File: src/rtl/itlb_ptw.sv
`default_nettype none
// ------------------------------------------------------------------------
// itlb_ptw: Sv32 two-level page-table walker serving ITLB misses. rev 1.0
// ------------------------------------------------------------------------
module itlb_ptw #(
  parameter int VADDR_WD = 32,
  parameter int PADDR_WD = 34,
  parameter int MXLEN    = 32,
  parameter int ASID_WD  = 9
) (
  input  logic                clk_i,
  input  logic                rst_i,
  input  logic                flush_i,
  input  logic [MXLEN-1:0]    satp_i,
  input  logic                miss_valid_i,
  output logic                miss_ready_o,
  input  logic [VADDR_WD-1:0] miss_vaddr_i,
  input  logic [ASID_WD-1:0]  miss_asid_i,
  output logic                mem_req_valid_o,
  input  logic                mem_req_ready_i,
  output logic [PADDR_WD-1:0] mem_req_addr_o,
  input  logic                mem_resp_valid_i,
  input  logic [MXLEN-1:0]    mem_resp_data_i,
  input  logic                mem_resp_err_i,
  output logic                refill_valid_o,
  output logic [19:0]         refill_vpn_o,
  output logic [ASID_WD-1:0]  refill_asid_o,
  output logic [MXLEN-1:0]    refill_pte_o,
  output logic                refill_super_o,
  output logic                fault_valid_o,
  output logic                fault_access_o,
  output logic                busy_o
);

  typedef enum logic [2:0] {
    IDLE    = 3'd0,
    L1_REQ  = 3'd1,
    L1_WAIT = 3'd2,
    L0_REQ  = 3'd3,
    L0_WAIT = 3'd4,
    DONE    = 3'd5
  } state_t;

  state_t                state_q, state_d;
  logic [19:0]           vpn_q, vpn_d;
  logic [ASID_WD-1:0]    asid_q, asid_d;
  logic [PADDR_WD-1:0]   addr_q, addr_d;
  logic [MXLEN-1:0]      pte_q, pte_d;
  logic                  super_q, super_d;
  logic                  fault_q, fault_d;
  logic                  access_q, access_d;
  logic                  kill_q, kill_d;

  logic                  is_l1, kill_now, pte_v, pte_r, pte_w, pte_x, pte_a;
  logic [PADDR_WD-1:0]   l1_addr, l0_addr;
  logic                  unused_bits;

  assign unused_bits = ^{miss_vaddr_i[11:0], satp_i[30:22]};

  assign is_l1    = (state_q == L1_WAIT);
  assign kill_now = kill_q | flush_i;
  assign pte_v    = mem_resp_data_i[0];
  assign pte_r    = mem_resp_data_i[1];
  assign pte_w    = mem_resp_data_i[2];
  assign pte_x    = mem_resp_data_i[3];
  assign pte_a    = mem_resp_data_i[6];

  assign l1_addr = PADDR_WD'({satp_i[21:0], 12'h000})
                 + PADDR_WD'({miss_vaddr_i[31:22], 2'b00});
  assign l0_addr = PADDR_WD'({mem_resp_data_i[31:10], 12'h000})
                 + PADDR_WD'({vpn_q[9:0], 2'b00});

  always_comb begin
    state_d  = state_q;
    vpn_d    = vpn_q;
    asid_d   = asid_q;
    addr_d   = addr_q;
    pte_d    = pte_q;
    super_d  = super_q;
    fault_d  = fault_q;
    access_d = access_q;
    kill_d   = kill_q;
    case (state_q)
      IDLE: begin
        if (miss_valid_i && !flush_i) begin
          vpn_d    = miss_vaddr_i[31:12];
          asid_d   = miss_asid_i;
          kill_d   = 1'b0;
          fault_d  = 1'b0;
          access_d = 1'b0;
          super_d  = 1'b0;
          if (!satp_i[31]) begin
            pte_d   = {2'b00, miss_vaddr_i[31:12], 10'h0CB};
            state_d = DONE;
          end else begin
            addr_d  = l1_addr;
            state_d = L1_REQ;
          end
        end
      end
      L1_REQ, L0_REQ: begin
        kill_d = kill_now;
        if (mem_req_ready_i) state_d = (state_q == L1_REQ) ? L1_WAIT : L0_WAIT;
      end
      L1_WAIT, L0_WAIT: begin
        kill_d = kill_now;
        if (mem_resp_valid_i) begin
          state_d = DONE;
          if (kill_now) begin
            state_d = IDLE;
          end else if (mem_resp_err_i) begin
            fault_d  = 1'b1;
            access_d = 1'b1;
          end else if (!pte_v || (!pte_r && pte_w)) begin
            fault_d = 1'b1;
          end else if (!pte_r && !pte_x) begin
            // Pointer PTE: only legal at level 1
            if (is_l1) begin
              addr_d  = l0_addr;
              state_d = L0_REQ;
            end else begin
              fault_d = 1'b1;
            end
          end else if ((is_l1 && (mem_resp_data_i[19:10] != 10'd0)) || !pte_x || !pte_a) begin
            fault_d = 1'b1;
          end else begin
            pte_d   = mem_resp_data_i;
            super_d = is_l1;
          end
        end
      end
      DONE:    state_d = IDLE;
      default: state_d = IDLE;
    endcase
  end

  always_ff @(posedge clk_i) begin
    if (rst_i) begin
      state_q  <= IDLE;
      vpn_q    <= '0;
      asid_q   <= '0;
      addr_q   <= '0;
      pte_q    <= '0;
      super_q  <= 1'b0;
      fault_q  <= 1'b0;
      access_q <= 1'b0;
      kill_q   <= 1'b0;
    end else begin
      state_q  <= state_d;
      vpn_q    <= vpn_d;
      asid_q   <= asid_d;
      addr_q   <= addr_d;
      pte_q    <= pte_d;
      super_q  <= super_d;
      fault_q  <= fault_d;
      access_q <= access_d;
      kill_q   <= kill_d;
    end
  end

  logic in_done, pulse;
  assign in_done = (state_q == DONE);
  assign pulse   = in_done && !flush_i;

  assign miss_ready_o    = (state_q == IDLE) && !flush_i;
  assign busy_o          = (state_q != IDLE);
  assign mem_req_valid_o = (state_q == L1_REQ) || (state_q == L0_REQ);
  assign mem_req_addr_o  = mem_req_valid_o ? addr_q : '0;
  assign refill_valid_o  = pulse && !fault_q;
  assign fault_valid_o   = pulse && fault_q;
  assign fault_access_o  = pulse && fault_q && access_q;
  assign refill_vpn_o    = in_done ? vpn_q : '0;
  assign refill_asid_o   = in_done ? asid_q : '0;
  assign refill_pte_o    = in_done ? pte_q : '0;
  assign refill_super_o  = in_done && super_q;

  resp_in_wait_a: assert property (@(posedge clk_i) disable iff (rst_i)
    mem_resp_valid_i |-> (state_q == L1_WAIT || state_q == L0_WAIT));

endmodule
`default_nettype wire

File: config.mk
export PLATFORM = sky130hd
export DESIGN_NAME = itlb_ptw
export DESIGN_NICKNAME = d
export VERILOG_FILES = /design/src/rtl/itlb_ptw.sv
export SDC_FILE = /design/constraint.sdc
export NUM_CORES = 1
export LEC_CHECK = 0
export ABC_AREA = 0
export CAP_MARGIN = 20
export CORE_MARGIN = 2
export CORE_UTILIZATION = 46
export DETAILED_ROUTE_END_ITERATION = 10
export GPL_TIMING_DRIVEN = 0
export PLACE_DENSITY_LB_ADDON = 0.1
export SETUP_SLACK_MARGIN = 0.15
export SLEW_MARGIN = 25
export SYNTH_ARGS = -nofsm -noshare
export SYNTH_HDL_FRONTEND = slang
export SYNTH_SLANG_ARGS = --single-unit
File: constraint.sdc
create_clock -name clk_i -period 4 [get_ports clk_i]
set_input_delay 0.8 -clock clk_i [delete_from_list [all_inputs] [get_ports clk_i]]
set_output_delay 0.8 -clock clk_i [all_outputs]
set_load 0.02 [all_outputs]
==> impl_metrics.ini <==
[outcome]
outcome = finished, final reports clean

[synthesis]
synth.avg_cell_area_um2 = 7.53
ys_types = 39
synth_area_leader_cell = dfxtp_1
synth_seq_area_share_pct = 40.5
synth_top_area_share_pct = 40.5
synth-edff-count = 0
synth-seq-cells = 100
synthCells = 656
synthTopCellsByArea = dfxtp_1 41%, and3_1 12%, nand2_1 11%
ys_top_cells_by_count = 142 x nand2_1, 100 x dfxtp_1, 93 x and3_1
synth_warnings = 0
synthFlopType = dfxtp_1
netlist_area_um2 = 4940
async_flop_share_pct = 0
synthMostInstantiatedCell = nand2_1

[drt]
via_count = 5756
routed_wl_um = 18600
ant_nets = 0
dr.first_iter.drc_count = 458
dr.pass1.iters = 6
wl_per_cell_um = 18.6
drc = 0
vias_per_cell = 5.78

[critical_path]
crit_slowest_cell = clkdlybuf4s50_1
worstPathRequired_ps = 3200
arrival_ps = 2960
cpPeakStageDelay_ps = 610
critPathMaxFanout = 10
critPathBufInv = 5
crit_chain = clkbuf_1 > clkbuf_2 > clkbuf_2 > clkbuf_1 > and3_1 > clkdlybuf4s50_1
crit_type = flop to output pin
worst_setup_path_end_kind = output pin
critical_path.top_delay_family = buffers and inverters
worstSetupStartpointType = flop

[finish]
area_delta_synth_final_pct = 45.5
drive_gt1_share_pct = 3.95
fill_cells = 905
multi_input_area_um2 = 2640
diodes = 0
area.sequential_um2 = 2000
postLayoutCoreUtil_pct = 69.3
final_nets = 968

[cts]
cts_tree = done
postCtsSetupBuffers = 0
cts_root_buf = clkbuf_8
cts_sinks = 100
clockBufferDepth = 2
cts_buffers = 9
clk_pin_slew_worst_paths_ps = 110
htreeDepth = 3
clock_latency_ps = 370

[placed_design]
portBuffers = 188
dp_hpwl_um = 14400
gp_congestion = 0.961

[die]
io_pins = 214
die_area_um2 = 11600
coreArea_um2 = 10400
start_util_pct = 47.7
num_rows = 37
die_h_um = 108
chipWidth_um = 108

[power_and_ir_drop]
p_per_area_nw_per_um2 = 417
p_seq_share_pct = 41.6
p_sw_mw = 1.14
peakVddDrop_mv = 0.182
p_comb_share_pct = 36.2
p_leak_nw = 2.86
clock_power_share_pct = 22.2
power.share.switching_pct = 38.2
p_int_mw = 1.85

[sta]
finalMaxSlewViolations = 0
worst_pin_slew_ps = 722
maxSlewHeadroom_pct = 51.8
hold_viol_final = 0
fmax_mhz = 266
finClkSkew_ps = 15.5
tns_ps = 0
timing.final.crit_share_pct = 93.9
setup_viol = 0
min_period_ps = 3760
rsz0062_at_grt = false

[global_routing]
grt_max_degree = 17
grt_pass1_vias = 5437
grt_pass1_wl_um = 28400
antenna_found_initial = 0
grt-ovfl-total = 0
grt_use_total_pct = 31.5

[job]
maxCapViolations = 0

[worst_hold_path]
min_path_type = flop to flop
## metal layers
| metal | up-vias | track usage [%] | routed length, um |
|---|---|---|---|
| met5 | - | 0 | 0 |
| met4 | 0 | 9.34 | 395 |
| met3 | 33 | 6.48 | 1940 |
| met2 | 352 | 51.7 | 8530 |
| met1 | 2646 | 41.9 | 7700 |
| li1 | 2725 | - | - |
## registers in the layout (all words and copies together) (netlist names)
register,cells
state_q,3
fault_q,1
access_q,1
super_q,1
asid_q,9
vpn_q,20
addr_q,32
pte_q,32
kill_q,1
## kinds of logic (layout without fill, tap and decap cells)
family	count (synthesis)	after routing	synth area share [%]
compound gates	138	138	19.4
fa+ha+maj	1	1	0.203
other cells	1	2	0.0759
buf+inv	74	277	6.15
flops	100	100	40.5
xor+xnor	1	1	0.177
simple gates	341	341	33.5
## power by group through the flow
stage	combinational, mW	clock, mW	sequential (mW)
floorplan	0.679	0	1.24
global placement	1.04	0	1.26
detailed placement	1.06	0	1.27
CTS	1.07	0.660	1.24
global route	1.18	0.698	1.26
finish	1.09	0.665	1.25
## timing repair
action | CTS | global route
gates resized for setup | 2 | 0
setup endpoints to repair | 50 | 0
hold buffers | 0 | 0
## worst register-to-register path, delay by kind of cell (launching register included)
kind	cells	cell delay (ps)
buf+inv	2	860
compound gates	2	700
simple gates	3	490
flops	1	460
## per-stage QoR
step	instances	setup WS [ps]	power (mW)	hold slack, ps	area (um2)
final	996	243	3.00	454	7190
after global routing	996	181	3.15	475	7190
after CTS	996	297	2.97	457	7190
after detailed placement	981	342	2.33	444	7000
after global placement	981	324	2.30	439	7000
after floorplan	657	1320	1.92	429	4950
## layout make-up
| cell class | instances | share of cell area, % |
|---|---|---|
| clock inverter | 5 | 0.870 |
| tap | 136 | 2.37 |
| sequential | 100 | 27.8 |
| clock buffer | 10 | 1.77 |
| timing repair buffer | 188 | 26.2 |
| multi-input combinational | 483 | 36.7 |
| inverter | 5 | 0.261 |
| buffer | 69 | 4.00 |
## layout by cell type (no fill, tap or decap), types with 7 or more instances in the layout
master,n
clkdlybuf4s50_1,188
nand2_1,142
dfxtp_1,100
and3_1,93
a21oi_1,59
clkbuf_1,57
a311oi_1,52
nor2_1,49
o21ai_0,10
clkbuf_8,9
nor3_1,8
nand2b_1,7
nand3_1,7
## path summary, 6_finish.rpt
kind | cells past startpoint | from | slack, ps | to
max | 6 | state_q[0] | 240 | refill_pte_o[11]
min | 2 | asid_q[2] | 450 | asid_q[2]
max reg2reg | 7 | state_q[2] | 1390 | pte_q[30]
min reg2reg | 2 | asid_q[2] | 450 | asid_q[2]
Power figures use the tool's default switching activity.
